==> src/rtl/seq_divider.sv <==
`timescale 1ns/1ps
`default_nettype none
// ============================================================================
// seq_divider : restoring radix-2 sequential divider, signed/unsigned, full/half
// Revision    : 1.0
// ============================================================================
module seq_divider #(
  parameter int W = 16
) (
  input  logic           iClk,
  input  logic           iRstN,
  input  logic           iStall,
  input  logic           iReq,
  input  logic           iSgn,
  input  logic           iHalf,
  input  logic [2*W-1:0] iNumer,
  input  logic [W-1:0]   iDenom,
  output logic [W-1:0]   oQuotient,
  output logic [W-1:0]   oRemain,
  output logic           oAck,
  output logic [1:0]     oErr,
  output logic           oBusy
);

  localparam int H  = W / 2;
  localparam int CW = $clog2(W);

  localparam logic [1:0] S_IDLE = 2'd0;
  localparam logic [1:0] S_ITER = 2'd1;
  localparam logic [1:0] S_DONE = 2'd2;

  localparam logic [1:0] ERR_NONE = 2'b00;
  localparam logic [1:0] ERR_DZ   = 2'b01;
  localparam logic [1:0] ERR_OVF  = 2'b10;

  localparam logic [CW-1:0] LAST_F = CW'(W - 1);
  localparam logic [CW-1:0] LAST_H = CW'(H - 1);
  localparam logic [W-1:0]  LIM_F  = {1'b1, {(W-1){1'b0}}};
  localparam logic [W-1:0]  LIM_H  = {{H{1'b0}}, 1'b1, {(H-1){1'b0}}};

  logic [1:0]     state_q, state_d;
  logic [CW-1:0]  cnt_q,   cnt_d;
  logic [W-1:0]   rem_q,   rem_d;
  logic [W-1:0]   dq_q,    dq_d;
  logic [W-1:0]   den_q,   den_d;
  logic [2*W-1:0] raw_q,   raw_d;
  logic           nsign_q, nsign_d;
  logic           rsign_q, rsign_d;
  logic           half_q,  half_d;
  logic           sgn_q,   sgn_d;
  logic           dz_q,    dz_d;
  logic           ovf_q,   ovf_d;
  logic           ack_q,   ack_d;
  logic [W-1:0]   quot_q,  quot_d;
  logic [W-1:0]   remo_q,  remo_d;
  logic [1:0]     err_q,   err_d;

  // Operand conditioning at accept time
  logic           w_nsign;
  logic           w_dsign;
  logic [2*W-1:0] w_numf_mag;
  logic [W-1:0]   w_numh_mag;
  logic [W-1:0]   w_denf_mag;
  logic [H-1:0]   w_denh_mag;
  logic [W-1:0]   w_rem_init;
  logic [W-1:0]   w_dq_init;
  logic [W-1:0]   w_den_init;
  logic           w_dz;
  logic           w_ovf;

  always_comb begin
    w_nsign    = iSgn & (iHalf ? iNumer[W-1] : iNumer[2*W-1]);
    w_dsign    = iSgn & (iHalf ? iDenom[H-1] : iDenom[W-1]);
    w_numf_mag = w_nsign ? -iNumer : iNumer;
    w_numh_mag = w_nsign ? -iNumer[W-1:0] : iNumer[W-1:0];
    w_denf_mag = w_dsign ? -iDenom : iDenom;
    w_denh_mag = w_dsign ? -iDenom[H-1:0] : iDenom[H-1:0];
    // Half mode reuses the full datapath: upper numerator half seeds the
    // partial remainder, lower half is left-aligned in the shift register.
    if (iHalf) begin
      w_rem_init = {{H{1'b0}}, w_numh_mag[W-1:H]};
      w_dq_init  = {w_numh_mag[H-1:0], {H{1'b0}}};
      w_den_init = {{H{1'b0}}, w_denh_mag};
    end else begin
      w_rem_init = w_numf_mag[2*W-1:W];
      w_dq_init  = w_numf_mag[W-1:0];
      w_den_init = w_denf_mag;
    end
    w_dz  = iHalf ? (iDenom[H-1:0] == '0) : (iDenom == '0);
    // Quotient cannot fit the active width when the seed already reaches the divisor
    w_ovf = ~w_dz & (w_rem_init >= w_den_init);
  end

  // One restoring step; dq_q shifts dividend bits out the top, quotient bits in the bottom
  logic [W:0]   w_trial;
  logic         w_ge;
  logic [W-1:0] w_diff;
  logic [W-1:0] w_rem_step;
  logic [W-1:0] w_dq_step;

  always_comb begin
    w_trial    = {rem_q, dq_q[W-1]};
    w_ge       = (w_trial >= {1'b0, den_q});
    w_diff     = w_trial[W-1:0] - den_q;
    w_rem_step = w_ge ? w_diff : w_trial[W-1:0];
    w_dq_step  = {dq_q[W-2:0], w_ge};
  end

  // Result formatting applied on the final step
  logic [W-1:0]  w_qmag;
  logic [W-1:0]  w_qneg;
  logic [W-1:0]  w_rneg;
  logic [W-1:0]  w_qres;
  logic [W-1:0]  w_rres;
  logic [W-1:0]  w_lim;
  logic          w_sovf;
  logic [1:0]    w_err;
  logic [CW-1:0] w_last;

  always_comb begin
    w_qmag = half_q ? {{H{1'b0}}, w_dq_step[H-1:0]} : w_dq_step;
    w_lim  = half_q ? LIM_H : LIM_F;
    w_sovf = sgn_q & ((w_qmag > w_lim) | ((w_qmag == w_lim) & ~rsign_q));
    w_qneg = rsign_q ? -w_qmag : w_qmag;
    w_rneg = nsign_q ? -w_rem_step : w_rem_step;
    w_qres = half_q ? {{H{1'b0}}, w_qneg[H-1:0]} : w_qneg;
    w_rres = half_q ? {{H{1'b0}}, w_rneg[H-1:0]} : w_rneg;
    w_err  = dz_q ? ERR_DZ : ((ovf_q | w_sovf) ? ERR_OVF : ERR_NONE);
    w_last = half_q ? LAST_H : LAST_F;
  end

  always_comb begin
    state_d = state_q;
    cnt_d   = cnt_q;
    rem_d   = rem_q;
    dq_d    = dq_q;
    den_d   = den_q;
    raw_d   = raw_q;
    nsign_d = nsign_q;
    rsign_d = rsign_q;
    half_d  = half_q;
    sgn_d   = sgn_q;
    dz_d    = dz_q;
    ovf_d   = ovf_q;
    ack_d   = 1'b0;
    quot_d  = quot_q;
    remo_d  = remo_q;
    err_d   = err_q;
    case (state_q)
      S_IDLE: begin
        if (iReq && !iStall) begin
          state_d = S_ITER;
          cnt_d   = '0;
          rem_d   = w_rem_init;
          dq_d    = w_dq_init;
          den_d   = w_den_init;
          raw_d   = iNumer;
          nsign_d = w_nsign;
          rsign_d = w_nsign ^ w_dsign;
          half_d  = iHalf;
          sgn_d   = iSgn;
          dz_d    = w_dz;
          ovf_d   = w_ovf;
        end
      end
      S_ITER: begin
        rem_d = w_rem_step;
        dq_d  = w_dq_step;
        cnt_d = cnt_q + 1'b1;
        if (cnt_q == w_last) begin
          state_d = S_DONE;
          ack_d   = 1'b1;
          err_d   = w_err;
          if (w_err != ERR_NONE) begin
            quot_d = raw_q[W-1:0];
            remo_d = raw_q[2*W-1:W];
          end else begin
            quot_d = w_qres;
            remo_d = w_rres;
          end
        end
      end
      S_DONE:  state_d = S_IDLE;
      default: state_d = S_IDLE;
    endcase
  end

  always_ff @(posedge iClk) begin
    if (!iRstN) begin
      state_q <= S_IDLE;
      cnt_q   <= '0;
      rem_q   <= '0;
      dq_q    <= '0;
      den_q   <= '0;
      raw_q   <= '0;
      nsign_q <= 1'b0;
      rsign_q <= 1'b0;
      half_q  <= 1'b0;
      sgn_q   <= 1'b0;
      dz_q    <= 1'b0;
      ovf_q   <= 1'b0;
      ack_q   <= 1'b0;
      quot_q  <= '0;
      remo_q  <= '0;
      err_q   <= ERR_NONE;
    end else begin
      state_q <= state_d;
      cnt_q   <= cnt_d;
      rem_q   <= rem_d;
      dq_q    <= dq_d;
      den_q   <= den_d;
      raw_q   <= raw_d;
      nsign_q <= nsign_d;
      rsign_q <= rsign_d;
      half_q  <= half_d;
      sgn_q   <= sgn_d;
      dz_q    <= dz_d;
      ovf_q   <= ovf_d;
      ack_q   <= ack_d;
      quot_q  <= quot_d;
      remo_q  <= remo_d;
      err_q   <= err_d;
    end
  end

  assign oQuotient = quot_q;
  assign oRemain   = remo_q;
  assign oErr      = err_q;
  assign oAck      = ack_q;
  assign oBusy     = (state_q != S_IDLE);

endmodule
`default_nettype wire
==> config.mk <==
export PLATFORM = sky130hd
export DESIGN_NAME = seq_divider
export DESIGN_NICKNAME = d
export VERILOG_FILES = /design/src/rtl/seq_divider.sv
export SDC_FILE = /design/constraint.sdc
export NUM_CORES = 1
export LEC_CHECK = 0
export CAP_MARGIN = 20
export CORE_UTILIZATION = 28
export CTS_CLUSTER_DIAMETER = 30
export DETAILED_ROUTE_END_ITERATION = 8
export PLACE_DENSITY = 0.51
export SETUP_SLACK_MARGIN = 0.05
export SLEW_MARGIN = 20
export SYNTH_ARGS = -nofsm -noshare
export SYNTH_HDL_FRONTEND = slang
export SYNTH_SLANG_ARGS = --single-unit
==> constraint.sdc <==
create_clock -name iClk -period 8 [get_ports iClk]
set_input_delay 0.8 -clock iClk [delete_from_list [all_inputs] [get_ports iClk]]
set_output_delay 0.8 -clock iClk [all_outputs]
set_load 0.1 [all_outputs]
## Word level (Yosys, flattened, before mapping)

Index checks and enable logic that the tools add are counted.
Widths: inputs -> output; s select.

| storage, ports and cells | value |
|---|---|
| flip-flop bits (word level) | 127 |
| output and inout bits | 36 |
| logic and storage cells | 87 |

| operators by class | value |
|---|---|
| mux-type cells | 32 |
| reductions and logical operators | 13 |
| add/sub/neg operators | 8 |
| bitwise gates (word level) | 10 |
| $lt $le $gt $ge | 3 |
| eq/ne operators | 5 |

Operators with widths:

| operator | number |
|---|---|
| $mux 16 | 16 |
| $neg 16->16 | 4 |
| $pmux 16 s2 | 2 |
| $mux 32 | 1 |
| $neg 32->32 | 1 |
| $ge 17x16->1 | 1 |
| $eq 16x16->1 | 1 |
| $ge 16x16->1 | 1 |
| $gt 16x16->1 | 1 |
| $logic_not 16->1 | 1 |
| $sub 16x16->16 | 1 |
| $reduce_and 2->1 | 5 |
| $logic_not 8->1 | 1 |
| $mux 2 | 4 |
| $mux 4 | 2 |
| $mux 8 | 1 |
| $neg 8->8 | 1 |
| $pmux 4 s2 | 1 |
| $reduce_bool 2->1 | 3 |
| $and 1x1->1 | 5 |
| $add 4x1->4 const B | 1 |
| $eq 4x4->1 | 1 |
| $mux 1 | 4 |
| $ne 2x2->1 const B | 2 |
| other kinds (8) | 10 |

## Logic depth before layout (Yosys ltp)

Gate-level depths: netlist of run 1.

| depth | value |
|---|---|
| depth in word-level cells | 11 |
| depth in mapped cells | 21 |

## Worst setup path after synthesis of run 1

Ideal clock, no wire load.

| timing path | value |
|---|---|
| kind | input -> register |
| start point | input port iNumer[6] |
| end point | register ovf_q |
| stages on the path | 16 |
| data required time | 7.876 ns |
| slack | 3.835 ns |
| arrival | 4.041 ns |
| cell sequence | or4_1 > or4_1 > clkbuf_1 > nor3_1 > nor2_1 > xnor2_1 > o21ai_0 > ha_1 > a21o_1 > a21o_1 > a21o_1 > a21o_1 > a21o_1 > a21o_1 > a21oi_1 > o21ai_0 |

| between the ends | value |
|---|---|
| longest elaborated chain between the ends | 5 |
| elaborated cells on any way between the ends | 7 |
| classes of those cells | add/sub: 2; order compare: 1; mux: 3; bitwise: 1 |

RTL lines:

| element | line | source |
|---|---|---|
| start: declaration | 16 | `input logic [2*W-1:0] iNumer,` |
| $neg 32->32 or $neg 16->16 (tied branches) | 74, 75 |  |
| $mux 32 or $mux 16 (tied branches) | 74, 75 |  |
| $mux 16 (*) | 80 | `if (iHalf) begin` |
| $ge 16x16->1 (*) | 91 | `w_ovf = ~w_dz & (w_rem_init >= w_den_init);` |
| $and 1x1->1 (*) | 91 |  |
| end signal: assignment | 218 | `ovf_q <= ovf_d;` |
| end: declaration | 52 | `logic ovf_q, ovf_d;` |

Every way passes the cells marked *; elsewhere a longest branch is shown, timed or not.
A chain may end at the register's enable or synchronous reset.

## Worst setup path in the final report of run 1

| timing path | value |
|---|---|
| start point | register rem_q[5] |
| end point | register remo_q[10], in the netlist oRemain[10] |

| between the ends | value |
|---|---|
| longest elaborated chain between the ends | 11 |
| elaborated cells on any way between the ends | 17 |
| classes of those cells | add/sub: 2; order compare: 2; eq/ne: 1; mux: 7; bitwise: 4; reduce/logical: 1 |

RTL lines:

| element | line | source |
|---|---|---|
| start: declaration | 43 | `logic [W-1:0] rem_q, rem_d;` |
| start signal: assignment | 209 | `rem_q <= rem_d;` |
| branches (longest 10 deep; another with $ge 17x16->1) | - |  |
| $mux 16 (*) | 174 | `if (w_err != ERR_NONE) begin` |
| end signal: assignment | 221 | `remo_q <= remo_d;` |
| end: declaration | 55 | `logic [W-1:0] remo_q, remo_d;` |

Every way passes the cells marked *.

==> results of run 1 <==
## report_power, final
part           switching [mW]  total, mW  internal, mW
sequential             0.0402      0.708         0.668
clock                   0.316      0.823         0.507
combinational           0.831       1.30         0.466
total                    1.19       2.83          1.64
## routing by layer
layer	GRT usage	vias to the layer above	wire length, um
met1	0.2966	4102	15000
met4	0.05254	2	469
met2	0.2882	322	12890
li1	-	4104	-
met5	0	-	17
met3	0.04329	36	2367
## area by class of cell
cell class | count | area, sq um
flip-flops and latches | 127 | 2542
inverters | 35 | 132.6
clock buffers | 19 | 452.9
fillers | 3211 | 19430
clock inverters | 13 | 161.4
multi-input cells | 886 | 5445
well taps | 390 | 488.0
repair buffers | 102 | 983.4
## kinds of logic after synthesis
group | after synthesis
and+or+nand+nor | 416
buffers and inverters | 113
AOI/OAI and AO/OA | 334
adders and majority gates | 39
muxes | 24
xor gates and xnor gates | 73
DFF | 127
## cells in the final DEF (no fill, tap or decap), drive strengths merged, types with 11 or more instances in the layout
| cell | n |
|---|---|
| a211oi | 13 |
| a21o | 17 |
| a21oi | 126 |
| a221oi | 23 |
| a22oi | 13 |
| buf | 14 |
| clkbuf | 19 |
| clkdlybuf4s50 | 88 |
| dfxtp | 127 |
| ha | 38 |
| inv | 36 |
| mux2i | 15 |
| nand2 | 161 |
| nand2b | 12 |
| nand3 | 19 |
| nor2 | 125 |
| nor3 | 28 |
| o211ai | 19 |
| o21ai | 50 |
| o31ai | 18 |
| o41ai | 12 |
| or2 | 11 |
| xnor2 | 40 |
| xor2 | 33 |
## sequential cells by signal, summed over array words and instances, names as in the netlist, 2 cells and up
register / flops
oQuotient: 16
state_q: 2
rem_q: 16
raw_q: 32
dq_q: 16
oRemain: 16
den_q: 16
oErr: 2
cnt_q: 4
## worst register-to-register path, stage by stage, from the launching register on
cell      delay, ns
dfxtp_1        0.35
ha_1           0.39
a21oi_1        0.22
o21ai_0        0.19
nor2b_1        0.24
o31ai_2        0.61
nand2_1        0.80
inv_2          0.36
ha_1           0.28
nor2b_1        0.20
nand4_1        0.11
a211oi_1       0.23
o21bai_1       0.16
or2_2          0.57
nor2_1         0.84
o2111a_1       0.32
a221oi_1       0.06
a21oi_1        0.17
## synth_stat cells, drive strengths merged, types with 3 or more instances
cell type	number
inv	35
o21a	3
o21ai	50
a21oi	126
a21o	17
o41ai	12
nor2	125
nand2	161
nand3	19
or2	11
ha	38
and3	5
nor2b	5
xnor2	40
mux2i	15
nand2b	12
or3	7
nand3b	3
mux2	9
buf	11
o211ai	19
o211a	3
and2	9
a211oi	13
a31oi	7
o31a	3
o2111a	3
o31ai	18
o22ai	3
a221oi	23
a311oi	4
a22oi	13
xor2	33
nor4	9
or4	7
nand4	8
nor3	28
dfxtp	127
clkbuf	66
## how the worst min path moves through the flow
stage                           start                     end  slack, ns  depth (start not counted)
2_1_floorplan  raw_q[30]$_SDFFE_PN0P_  raw_q[30]$_SDFFE_PN0P_       0.43                          2
3_3_place_gp    raw_q[3]$_SDFFE_PN0P_   raw_q[3]$_SDFFE_PN0P_       0.44                          2
3_5_place_dp    raw_q[7]$_SDFFE_PN0P_   raw_q[7]$_SDFFE_PN0P_       0.45                          2
4_1_cts         raw_q[7]$_SDFFE_PN0P_   raw_q[7]$_SDFFE_PN0P_       0.46                          2
5_1_grt          oErr[0]$_SDFFE_PN0P_    oErr[0]$_SDFFE_PN0P_       0.47                          2
6_report           sgn_q$_SDFFE_PN0P_      sgn_q$_SDFFE_PN0P_       0.45                          2
## metrics by stage
step / util / cells / setup WS (ns) / instance area (sq um) / hold slack (ns)
finish: 0.3444 / 1572 / 1.833 / 10210 / 0.4537
CTS: 0.3444 / 1572 / 1.946 / 10210 / 0.4554
global route: 0.3444 / 1572 / 1.342 / 10210 / 0.4675
global placement: 0.3236 / 1540 / 2.167 / 9592 / 0.4404
detailed placement: 0.3236 / 1540 / 1.981 / 9592 / 0.4470
floorplan: - / 1126 / 3.835 / 8448 / 0.4319
==> summary.md, run 1 <==
| Metric | Value |
|---|---|
| Post-CTS setup buffer count | 0 |
| Drt total wl | 30.74 mm |
| Drt first pass iters | 6 |
| Register area share after synthesis | 0.3009 |
| WP buf/inv | 1 |
| Xor/xnor cell area share of the yosys netlist | 0.07568 |
| Clock Tree Buf Depth | 2 |
| Vias in the first global route | between 7000 and 8000 |
| Area contributors post-synth | dfxtp_1, a21oi_1, nand2_1 |
| Hold buffers post-CTS | 0 |
| Synth Area in Compound Gates | 0.2574 |
| Chip Height | 175.7 um |
| # clock sinks | between 100 and 150 |
| Yosys cell types | 70 |
| Core region area | 29640 sq um |
| Hold Crit Class | flop to flop |
| Register bit total from synthesis | between 100 and 150 |
| Avg Cell Area, Syn | 7.503 sq um |
| TNS Setup | 0 ns |
| Power after layout | approximately 2.8 mW |
| Syn Nets | 1219 |
| Clock Skew | about 0.011 ns |
| Tot GR Track Use | 0.2005 |
| Post-detail-place hpwl | about 23 mm |
| Main combinational cell family by area after synthesis | compound AO/OA/AOI/OAI gates |
| Cells after synthesis | between 1000 and 1500 |
| P&R area growth vs syn | 20.81% |
| Share of post-route cells with drive strength above 1 | 0.07022 |
| Critical path depth | 17 |
| FP Rows | 63 |
| Max-cap viol count | 0 |
| I/O pins | 90 |
| FF-to-FF Start | rem_q[5]$_SDFFE_PN0P_ |
| Total CTS buffers | 17 |
| Routed Antenna Nets | 0 |
| Post-cts sizing count | 0 |
| Initial antenna violation count | 1 |
| Mux cell area share after synthesis | 0.02977 |
| Delay-heaviest family, CP | simple AND/OR/NAND/NOR gates |
| Max Freq | 162.1 MHz |
| CP Class | flop to flop |
| Netlist Area Pre-Place | 8448 sq um |
| H-tree Lvls | 4 |
| Crit path launch | rem_q[5]$_SDFFE_PN0P_ |
| Ys async rst share | 0 |
| Post-Synth Adder-Cell Area | 0.05865 |
| RSZ-0062 raised after global routing | no |
| Post-layout min period | 6.167 ns |
| Starting Density | 0.2850 |
| Nets | 1262 |
| DR iter-0 viols | 751 |
| Final setup viols | 0 |
| Skew-Pair Late Insertion Delay | approximately 0.43 ns |
| Diode count | 0 |
| Routability congestion estimate | 0.9310 |
| Slowest cell delay on critical path | 0.84 ns |
| CTS tree | yes |
| CTS Root Cell | clkbuf_16 |
| Synth area leader | dfxtp_1 |
| Startpoint Class | flop |
| Status | completed |
| VDD IR max | approximately 0.15 mV |
| Max FO, Critical Path | 30 |
| EDFF count, synth | 0 |
| Crit path to | oRemain[10]$_SDFFE_PN0P_ |
| R2R depth | 17 |
| Global-route wire length before repair | 47.11 mm |
| CTS clock-pin slew for the worst setup and hold paths | 0.06 ns |
| Yosys top cell area share | 0.3009 |
| Total of warnings raised by yosys | 0 |
| Final Hold Vio Count | 0 |
| PortBufs | 89 |
| Period utilization | 0.7709 |
| Slowest CP cell | nor2_1 |
| PwrDens | 277.0 nW/um^2 |
| Worst slew pin tran | 1.094 ns |
| GR Overflow Total | 0 |
| DIE WIDTH | 175.7 um |
| Vias | roughly 8600 |
| DIE AREA | 30870 sq um |
| FF-to-FF End | oRemain[10]$_SDFFE_PN0P_ |
| Worst Path Required | 8.36 ns |
| Crit end category | flop |
| Drt drc | 0 |
| Simple-gate share of the synthesized area | 0.2210 |
| Synth Flop Type | dfxtp_1 |
| Largest net degree at the start of global routing | 76 |
| Static leakage | 3.774 nW |
| Slew HR | 0.2706 |
| Slew Limit Fails | 0 |
| Critical path cell sequence | ha_1, a21oi_1, o21ai_0, nor2b_1, o31ai_2, nand2_1, inv_2, ha_1, nor2b_1, nand4_1, a211oi_1, o21bai_1, or2_2, nor2_1, o2111a_1, a221oi_1, a21oi_1 |
| Routed vias/inst | 5.449 |
| CP Data Arrival Time | 6.53 ns |
| Reg-to-reg slack, setup | 1.83 ns |
| WL/cell | 19.55 um |
No activity file was read; power rests on OpenSTA's default activity.
==> run 2: changes to the inputs <==
Clock period 8 ns to 6.1 ns, I/O delays scaled along.
==> summary.md, run 2 (synthesis gave the netlist of run 1 again) <==
| Metric | Value |
|---|---|
| Starting Density | 0.2850 |
| Power after layout | 3.734 mW |
| Slew HR | 0.2652 |
| FF-to-FF End | oRemain[9]$_SDFFE_PN0P_ |
| Skew-Pair Late Insertion Delay | 0.43 ns |
| VDD IR max | between 0.2 and 0.25 mV |
| Drt first pass iters | 7 |
| Hold buffers post-CTS | 0 |
| P&R area growth vs syn | 21.36% |
| Post-layout min period | 4.953 ns |
| Hold Crit Class | flop to flop |
| Commonest non-fill, non-tap cells in the layout | nand2_1, dfxtp_1, a21oi_1 |
| Share of post-route cells with drive strength above 1 | 0.07414 |
| Vias in the first global route | just over 8000 |
| Static leakage | 3.809 nW |
| # clock sinks | 127 |
| Period utilization | 0.8120 |
| Min-delay src | oErr[0]$_SDFFE_PN0P_ |
| DR iter-0 viols | 926 |
| Routability congestion estimate | 0.8775 |
| Largest net degree at the start of global routing | 87 |
| DIE WIDTH | around 180 um |
| Tot GR Track Use | 0.2009 |
| Slew Limit Fails | 0 |
| Total CTS buffers | 17 |
| Routed Antenna Nets | 0 |
| Final core utilization | 0.3459 |
| Slowest CP cell | nor2_1 |
| Final setup viols | 0 |
| FF-to-FF Start | rem_q[5]$_SDFFE_PN0P_ |
| Delay-heaviest family, CP | simple AND/OR/NAND/NOR gates |
| TNS Setup | 0 ns |
| Vias | roughly 8600 |
| Global-route wire length before repair | 47.79 mm |
| Chip Height | 175.7 um |
| Worst Path Required | 6.45 ns |
| Hold slack final | between 0.4 and 0.5 ns |
| Hold path depth | 2 |
| Diode count | 0 |
| GR Overflow Total | 0 |
| I/O pins | 90 |
| PwrDens | 364.2 nW/um^2 |
| H-tree Lvls | 4 |
| Post-cts sizing count | 0 |
| CP Data Arrival Time | roughly 5.3 ns |
| R2R depth | 17 |
| Nets | 1267 |
| Critical path cell sequence | ha_1, a21oi_1, o21ai_0, nor2b_1, o31ai_2, nand2_1, inv_2, ha_1, nor2b_1, a31o_2, a211oi_1, o21bai_1, or2_2, nor2_1, o2111a_1, a221oi_1, a21oi_1 |
| CTS Root Cell | clkbuf_16 |
| WL/cell | 19.43 um |
| PortBufs | 89 |
| DIE AREA | 30870 sq um |
| RSZ-0062 raised after global routing | no |
| Number of flip-flops in the largest register | 32 |
| Initial antenna violation count | 0 |
| Crit end category | flop |
| CTS clock-pin slew for the worst setup and hold paths | 0.06 ns |
| Status | completed |
| Clock Tree Buf Depth | 2 |
| Post-detail-place hpwl | 22.71 mm |
| Largest Register | raw_q |
| Core region area | 29640 sq um |
| Final Hold Vio Count | 0 |
| Worst slew pin tran | 1.098 ns |
| Startpoint Class | flop |
| WP buf/inv | 1 |
| Clock Skew | 0.01130 ns |
| Reg-to-reg slack, setup | 1.15 ns |
| CTS tree | yes |
| Slowest cell delay on critical path | 0.88 ns |
| Post-CTS setup buffer count | 0 |
| Max Freq | around 200 MHz |
| Hold endpoint | oErr[0]$_SDFFE_PN0P_ |
| Drt drc | 0 |
| FP Rows | 63 |
| Max FO, Critical Path | 17 |
| Drt total wl | 30.65 mm |
| Crit path launch | rem_q[5]$_SDFFE_PN0P_ |
| Max-cap viol count | 0 |
| Routed vias/inst | 5.426 |
| Commonest non-fill, non-tap cell in the layout | nand2_1 |
| CP Class | flop to flop |
## run 2: cell types whose count changed in the layout (fill, tap and decap cells not counted), sizes merged
cell      change
clkinvlp      -3
clkbuf        -1
bufinv        -1
buf           +5
inv           +5
## run 2: per-stage QoR
step                      std cells  area, sq um  setup slack, ns
after floorplan                1126         8448            2.125
after global placement         1545         9642           0.9694
after detailed placement       1545         9642            1.043
after CTS                      1577        10250            1.256
after global routing           1577        10250           0.9072
final                          1577        10250            1.147
## run 2: worst max-delay path by stage
| stage | end | slack (ns) | depth (start not counted) |
|---|---|---|---|
| 2_1_floorplan | ovf_q$_SDFFE_PN0P_ | 2.13 | 16 |
| 3_3_place_gp | ovf_q$_SDFFE_PN0P_ | 0.97 | 11 |
| 3_5_place_dp | ovf_q$_SDFFE_PN0P_ | 1.04 | 16 |
| 4_1_cts | oRemain[9]$_SDFFE_PN0P_ | 1.26 | 17 |
| 5_1_grt | oRemain[9]$_SDFFE_PN0P_ | 0.91 | 17 |
| 6_report | oRemain[9]$_SDFFE_PN0P_ | 1.15 | 17 |
## run 2: area by class of cell
class                           instances  area (sq um)
Fill cell                            3232         19390
Multi-Input combinational cell        886          5445
Tap cell                              390         488.0
Clock inverter                         14         171.4
Sequential cell                       127          2542
Timing Repair Buffer                  107          1033
Clock buffer                           18         439.2
Inverter                               35         132.6
## run 2: worst min-delay path, delay by kind of cell (launching register included)
kind,cells,cell delay [ns]
AOI/OAI and AO/OA,1,0.05
DFF,1,0.31
and+or+nand+nor,1,0.05
## run 2: power by group
part           internal [mW]  switching [mW]  total, mW
sequential             0.875          0.0513      0.926
clock                  0.629           0.442       1.07
combinational          0.628            1.11       1.74
total                   2.13            1.60       3.73
## run 2: per-layer routing
metal | wire, um | share of wire | track usage | up-vias
met5 | 0 | 0 | 0 | -
met4 | 386 | 0.013 | 0.04819 | 0
met3 | 2401 | 0.078 | 0.04394 | 30
met2 | 12930 | 0.42 | 0.2948 | 337
met1 | 14930 | 0.49 | 0.2939 | 4063
li1 | - | - | - | 4127
